===== config.mk =====
export PLATFORM = sky130hd
export DESIGN_NAME = pmem_arbiter
export DESIGN_NICKNAME = d
export VERILOG_FILES = /design/src/rtl/pmem_arbiter_pkg.sv /design/src/rtl/pmem_arbiter_rr_picker.sv /design/src/rtl/pmem_arbiter.sv
export SDC_FILE = /design/constraint.sdc
export NUM_CORES = 1
export LEC_CHECK = 0
export CAP_MARGIN = 20
export CORE_ASPECT_RATIO = 1.75
export CORE_MARGIN = 2
export CORE_UTILIZATION = 25
export DETAILED_ROUTE_END_ITERATION = 10
export PLACE_DENSITY = 0.54
export SLEW_MARGIN = 20
export SYNTH_ARGS = -nofsm -noshare
export SYNTH_HDL_FRONTEND = slang
export SYNTH_HIERARCHICAL = 1
export SYNTH_SLANG_ARGS = --single-unit

===== constraint.sdc =====
create_clock -name clk -period 3.6 [get_ports clk]
set_clock_uncertainty 0.2 [all_clocks]
set_input_delay 0.72 -clock clk [delete_from_list [all_inputs] [get_ports clk]]
set_output_delay 0.72 -clock clk [all_outputs]
set_load 0.02 [all_outputs]

===== src/rtl/pmem_arbiter_pkg.sv =====
// Shared types and widths for the physical-memory port arbiter.
package pmem_arb_pkg;

  localparam int unsigned XLEN   = 32;
  localparam int unsigned MASK_W = 8;

  typedef enum logic [1:0] {
    IDLE   = 2'd0,
    ACCESS = 2'd1,
    RESP   = 2'd2
  } state_e;

  typedef enum logic {
    REQ_IFU = 1'b0,
    REQ_LSU = 1'b1
  } req_e;

endpackage


===== src/rtl/pmem_arbiter_rr_picker.sv =====
// Grant selection between IFU and LSU; remembers the last winner for round-robin.
module pmem_rr_picker
  import pmem_arb_pkg::*;
#(
  parameter int unsigned ARB_MODE = 1
) (
  input  logic       clk,
  input  logic       resetn,
  input  logic       en_i,
  input  logic       ifu_valid_i,
  input  logic       lsu_valid_i,
  output logic [1:0] grant_o
);

  req_e       last_q, last_d;
  logic [1:0] grant_s;

  // Bit 0 grants the IFU, bit 1 the LSU; ties go to LSU or to whoever lost last.
  always_comb begin
    grant_s = 2'b00;
    if (!en_i) begin
      grant_s = 2'b00;
    end else if (ifu_valid_i && lsu_valid_i) begin
      if (ARB_MODE == 32'd0) begin
        grant_s = 2'b10;
      end else if (last_q == REQ_LSU) begin
        grant_s = 2'b01;
      end else begin
        grant_s = 2'b10;
      end
    end else begin
      grant_s = {lsu_valid_i, ifu_valid_i};
    end
  end

  always_comb begin
    last_d = last_q;
    if (grant_s[1]) begin
      last_d = REQ_LSU;
    end else if (grant_s[0]) begin
      last_d = REQ_IFU;
    end else begin
      last_d = last_q;
    end
  end

  always_ff @(posedge clk) begin
    if (!resetn) begin
      last_q <= REQ_LSU;
    end else begin
      last_q <= last_d;
    end
  end

  assign grant_o = grant_s;

endmodule


===== src/rtl/pmem_arbiter.sv =====
// Shares the single physical-memory port between instruction fetch and load/store.
// One transaction in flight at a time; ACCESS lasts LATENCY cycles to emulate slow memory.
module pmem_arbiter
  import pmem_arb_pkg::*;
#(
  parameter int unsigned LATENCY  = 1,
  parameter int unsigned ARB_MODE = 1
) (
  input  logic              clk,
  input  logic              resetn,
  input  logic              ifu_req_valid,
  output logic              ifu_req_ready,
  input  logic [XLEN-1:0]   ifu_raddr,
  output logic              ifu_resp_valid,
  input  logic              ifu_resp_ready,
  output logic [XLEN-1:0]   ifu_rdata,
  input  logic              lsu_req_valid,
  output logic              lsu_req_ready,
  input  logic              lsu_wen,
  input  logic [XLEN-1:0]   lsu_addr,
  input  logic [XLEN-1:0]   lsu_wdata,
  input  logic [MASK_W-1:0] lsu_wmask,
  output logic              lsu_resp_valid,
  input  logic              lsu_resp_ready,
  output logic [XLEN-1:0]   lsu_rdata,
  output logic              mem_valid,
  output logic [XLEN-1:0]   mem_raddr,
  output logic              mem_wen,
  output logic [XLEN-1:0]   mem_waddr,
  output logic [XLEN-1:0]   mem_wdata,
  output logic [MASK_W-1:0] mem_wmask,
  input  logic [XLEN-1:0]   mem_rdata
);

  localparam logic [3:0] CNT_INIT = 4'(LATENCY - 32'd1);

  state_e            state_q, state_d;
  req_e              owner_q, owner_d;
  logic [3:0]        cnt_q, cnt_d;
  logic [XLEN-1:0]   addr_q, addr_d;
  logic [XLEN-1:0]   wdata_q, wdata_d;
  logic              wen_q, wen_d;
  logic [MASK_W-1:0] wmask_q, wmask_d;
  logic [XLEN-1:0]   ifu_rdata_q, ifu_rdata_d;
  logic [XLEN-1:0]   lsu_rdata_q, lsu_rdata_d;
  logic [1:0]        grant_s;
  logic              pick_en_s;
  logic              issue_s;

  // Grants only in IDLE and never while reset is held, so a handshake always means a real accept.
  assign pick_en_s = resetn && (state_q == IDLE);
  assign issue_s   = resetn && (state_q == ACCESS) && (cnt_q == 4'd0);

  pmem_rr_picker #(.ARB_MODE(ARB_MODE)) u_picker (
    .clk        (clk),
    .resetn     (resetn),
    .en_i       (pick_en_s),
    .ifu_valid_i(ifu_req_valid),
    .lsu_valid_i(lsu_req_valid),
    .grant_o    (grant_s)
  );

  always_ff @(posedge clk) begin
    if (!resetn) begin
      state_q     <= IDLE;
      owner_q     <= REQ_IFU;
      cnt_q       <= 4'd0;
      addr_q      <= {XLEN{1'b0}};
      wdata_q     <= {XLEN{1'b0}};
      wen_q       <= 1'b0;
      wmask_q     <= {MASK_W{1'b0}};
      ifu_rdata_q <= {XLEN{1'b0}};
      lsu_rdata_q <= {XLEN{1'b0}};
    end else begin
      state_q     <= state_d;
      owner_q     <= owner_d;
      cnt_q       <= cnt_d;
      addr_q      <= addr_d;
      wdata_q     <= wdata_d;
      wen_q       <= wen_d;
      wmask_q     <= wmask_d;
      ifu_rdata_q <= ifu_rdata_d;
      lsu_rdata_q <= lsu_rdata_d;
    end
  end

  always_comb begin
    state_d     = state_q;
    owner_d     = owner_q;
    cnt_d       = cnt_q;
    addr_d      = addr_q;
    wdata_d     = wdata_q;
    wen_d       = wen_q;
    wmask_d     = wmask_q;
    ifu_rdata_d = ifu_rdata_q;
    lsu_rdata_d = lsu_rdata_q;
    case (state_q)
      IDLE: begin
        if (grant_s[1]) begin
          state_d = ACCESS;
          owner_d = REQ_LSU;
          cnt_d   = CNT_INIT;
          addr_d  = lsu_addr;
          wen_d   = lsu_wen;
          wdata_d = lsu_wdata;
          wmask_d = lsu_wmask;
        end else if (grant_s[0]) begin
          state_d = ACCESS;
          owner_d = REQ_IFU;
          cnt_d   = CNT_INIT;
          addr_d  = ifu_raddr;
          wen_d   = 1'b0;
          wdata_d = {XLEN{1'b0}};
          wmask_d = {MASK_W{1'b0}};
        end else begin
          state_d = IDLE;
        end
      end
      ACCESS: begin
        if (cnt_q != 4'd0) begin
          cnt_d = cnt_q - 4'd1;
        end else if (owner_q == REQ_LSU) begin
          state_d     = RESP;
          lsu_rdata_d = wen_q ? {XLEN{1'b0}} : mem_rdata;
        end else begin
          state_d     = RESP;
          ifu_rdata_d = mem_rdata;
        end
      end
      RESP: begin
        if ((owner_q == REQ_IFU) ? ifu_resp_ready : lsu_resp_ready) begin
          state_d = IDLE;
        end else begin
          state_d = RESP;
        end
      end
      default: begin
        state_d = IDLE;
      end
    endcase
  end

  always_comb begin
    ifu_req_ready  = grant_s[0];
    lsu_req_ready  = grant_s[1];
    ifu_resp_valid = 1'b0;
    lsu_resp_valid = 1'b0;
    if (resetn && (state_q == RESP)) begin
      ifu_resp_valid = (owner_q == REQ_IFU);
      lsu_resp_valid = (owner_q == REQ_LSU);
    end else begin
      ifu_resp_valid = 1'b0;
      lsu_resp_valid = 1'b0;
    end
    mem_valid = issue_s;
    if (issue_s) begin
      mem_raddr = addr_q;
      mem_waddr = addr_q;
      mem_wen   = wen_q;
      mem_wdata = wdata_q;
      mem_wmask = wmask_q;
    end else begin
      mem_raddr = {XLEN{1'b0}};
      mem_waddr = {XLEN{1'b0}};
      mem_wen   = 1'b0;
      mem_wdata = {XLEN{1'b0}};
      mem_wmask = {MASK_W{1'b0}};
    end
  end

  assign ifu_rdata = ifu_rdata_q;
  assign lsu_rdata = lsu_rdata_q;

endmodule


==> metrics.md <==
| Metric | Value |
|---|---|
| Status | complete, no violations |
| Final std cells w/o fill | 1314 |
| Core Area | 26490 µm² |
| Required @ worst endpoint | between 2 and 3 ns |
| Final number of setup-violating endpoints | 0 |
| Area delta synth->final | 53.91% |
| Maximum clock path buffer count | 2 |
| Number of global-route vias before repair | just over 6000 |
| Cells after Synth | 722 |
| Fmax | 287.0 MHz |
| MaxCap Viol Count | 0 |
| Final Max Slew Viols | 0 |
| Crit Path Class | register to output pin |
| RSZ-0062 raised after global routing | false |
| Slew @ Worst Pin | 0.6910 ns |
| Final hold vios | 0 |
| DRC Markers | 0 |
| CP max stage delay | between 0.6 and 0.7 ns |
| Total number of yosys warnings | 6 |
| Cts bufs inserted | 17 |
| PD cells | ~420 nW/µm² |
| Sw power | roughly 0.0011 W |
| Pin count of the biggest net entering global routing | about 150 |
| P_leak | around 4.1 nW |
| Via count | 5951 |
| Clock power frac | 43.1% |
| Crit path time final | 3.484 ns |
| Postcts setup bufs | 0 |
| Setup crit end kind | output pin |
| Initial Util | 25.24% |
| Critical Path AT | 2.56 ns |
| Nets | ~1100 |
| Most common cell after layout, fill and taps aside | clkdlybuf4s50_1 |
| Syn Nets | 866 |
| Top post-synthesis cells by area | dfxtp_1, mux2i_1, nand2_1, and2_1, buf_4 |
| Die Y | 220.3 µm |
| Drt wl/cell | 16.82 µm |
| Yosys top cell area share | about 43% |
| Slowest-stage cell, CP | clkdlybuf4s50_1 |
| Placer Congestion | around 0.76 |
| R2r setup slk | 1.26 ns |
| Drt via density | about 4.5 |
| CP max FO | 15 |
| Worst-path clk slew | 0.06 ns |
| Yosys cell types | 38 |
| Combinational share of power | 16.0% |
| HP Class | register to register |
| # H-tree levels | 4 |
| DP HPWL | 15660 µm |
| GRT overflow | 0 |
| Worst path cell trace | inv_1, ha_1, or2b_2, or2_4, nor2_1, clkdlybuf4s50_1 |
| Initial antenna violation count | 1 |
| Rows | 79 |
| First-pass GRT wire length | between 30000 and 40000 µm |
| Most frequent cells in the layout | clkdlybuf4s50_1, dfxtp_1, nand2_1 |
| CP Buf/Inv Count | 2 |
| Slew headroom | 53.94% |
| Number of nets still failing antenna checks after routing | 0 |
| Yosys top cell by area | dfxtp_1 |
| Internal | about 0.0031 W |
| Syn_area_per_cell | 9.261 µm² |
| Worst-Skew Late Latency | 0.44 ns |
| Die Wd | 127.6 µm |
| Post-Place Cells | 1281 |
| Layout cell share with drive strength beyond 1 | approximately 5.8% |
| Final worst path period share | 96.79% |
| Worst VDD drop | 0.3151 mV |
| Num Clock Sinks | 145 |
| TritonRoute pass-1 iters | 4 |
| CTS tree | built |
| Sw frac | 26.40% |
| Synth Register Bits | roughly 150 |
| Sequential area share after synthesis | 43.41% |
| CP startpoint kind | register |
| Clk root buf | clkbuf_16 |
| # IOs | 317 |
| Synth Cell Area | 6686 µm² |
| Total negative slack | 0 ns |
| Gr usage total | 15.66% |
| Drt initial violations | 183 |
| Sequential share of power | 41.0% |
| Final WL | 22100 µm |
| Die area | between 20000 and 30000 µm² |
| IO Port Bufs | 316 |
| CP top delay family | simple AND/OR/NAND/NOR gates |
power groups by stage:
stage	registers (W)	logic (W)	clock network, W
after floorplan	0.00180	0.000359	0
after global placement	0.00179	0.000698	0
after detailed placement	0.00179	0.000704	0
after CTS	0.00175	0.000698	0.00191
after global routing	0.00176	0.000750	0.00196
final	0.00175	0.000683	0.00184
final cells by class:
| cell class | instances | area [µm²] |
|---|---|---|
| well taps | 324 | 405.4 |
| flip-flops and latches | 145 | 2903 |
| clock inverters | 13 | 162.7 |
| repair buffers | 329 | 3202 |
| clock buffers | 19 | 442.9 |
| inverters | 6 | 22.52 |
| fillers | 2712 | 16200 |
| multi-input cells | 477 | 3151 |
| diodes | 1 | 2.502 |
metrics by stage:
| step | worst slack [ns] | hold WS (ns) | util [%] | total power, W | cell area, µm² |
|---|---|---|---|---|---|
| 3_5_place_dp | 0.2541 | 0.2465 | 36.95 | 0.002491 | 9787 |
| 5_1_grt | 0.01431 | 0.2703 | 38.84 | 0.004475 | 10290 |
| 2_1_floorplan | 0.2390 | 0.2404 | - | 0.002161 | 6686 |
| 4_1_cts | 0.002397 | 0.2581 | 38.81 | 0.004359 | 10280 |
| 6_report | 0.1157 | 0.2539 | 38.85 | 0.004278 | 10290 |
| 3_3_place_gp | 0.2355 | 0.2421 | 36.95 | 0.002484 | 9787 |
synth_stat cells:
library cell  number
or2b_2             1
dfxtp_1          145
or3b_4             1
nor3_4             3
nand3b_1          33
buf_4             34
clkbuf_2           1
o221ai_1           2
or3_1              3
mux2i_1           97
or4_1              2
ha_1               1
a22o_1            26
or2_1              2
a21boi_1           2
buf_2             11
buf_6              2
a31oi_1            1
inv_1              6
buf_8              6
clkbuf_8           6
nor3b_1            1
and4_1             1
nor2_1            20
o21a_1             1
or2_2              1
nor3_1             1
a21oi_1           37
buf_1              7
clkbuf_1          27
nand2b_1           1
and4bb_2           1
a211oi_1          33
a21o_1             1
and3_1             2
o21ai_0           17
and2_1            58
nand2_1          128
worst paths after layout:
kind / start / endpoint / cells past startpoint
worst min register to register: ifu_rdata[31] / ifu_rdata[31] / 2
worst min-delay path: ifu_rdata[31] / ifu_rdata[31] / 2
worst max register to register: state_q[1] / addr_q[11] / 6
worst max-delay path: cnt_q[0] / mem_wdata[14] / 6
what timing repair did:
action / in CTS / in global routing
hold buffers: 0 / 0
endpoints found under the setup margin: 105 / 3
resized for setup: 93 / 3
routing by layer:
| metal | GRT usage (%) | share of wire [%] |
|---|---|---|
| met3 | 4.279 | 5.7 |
| met4 | 7.363 | 2.9 |
| met5 | 0 | 0 |
| met2 | 29.38 | 53 |
| met1 | 15.91 | 38 |
kinds of logic after synthesis:
family | share of synthesized area [%]
AND/OR/NAND/NOR | 20.04
flip-flops | 43.41
multiplexers | 14.52
adder cells (fa/ha/maj) | 0.1871
buffers and inverters | 9.880
AO/OA/AOI/OAI | 11.96
registers in the layout, summed over array words and instances, names as in the netlist:
signal	count
owner_q	1
wen_q	1
u_picker/last_q	1
wmask_q	8
ifu_rdata	32
cnt_q	4
lsu_rdata	32
wdata_q	32
addr_q	32
state_q	2
worst register-to-register path, delay by kind of cell (launching register included):
kind | cells | cell delay [ns]
buffers and inverters | 1 | 0.51
AND/OR/NAND/NOR | 2 | 0.49
flip-flops | 1 | 0.40
multiplexers | 1 | 0.34
AO/OA/AOI/OAI | 2 | 0.28
Power figures use the tool's default switching activity.
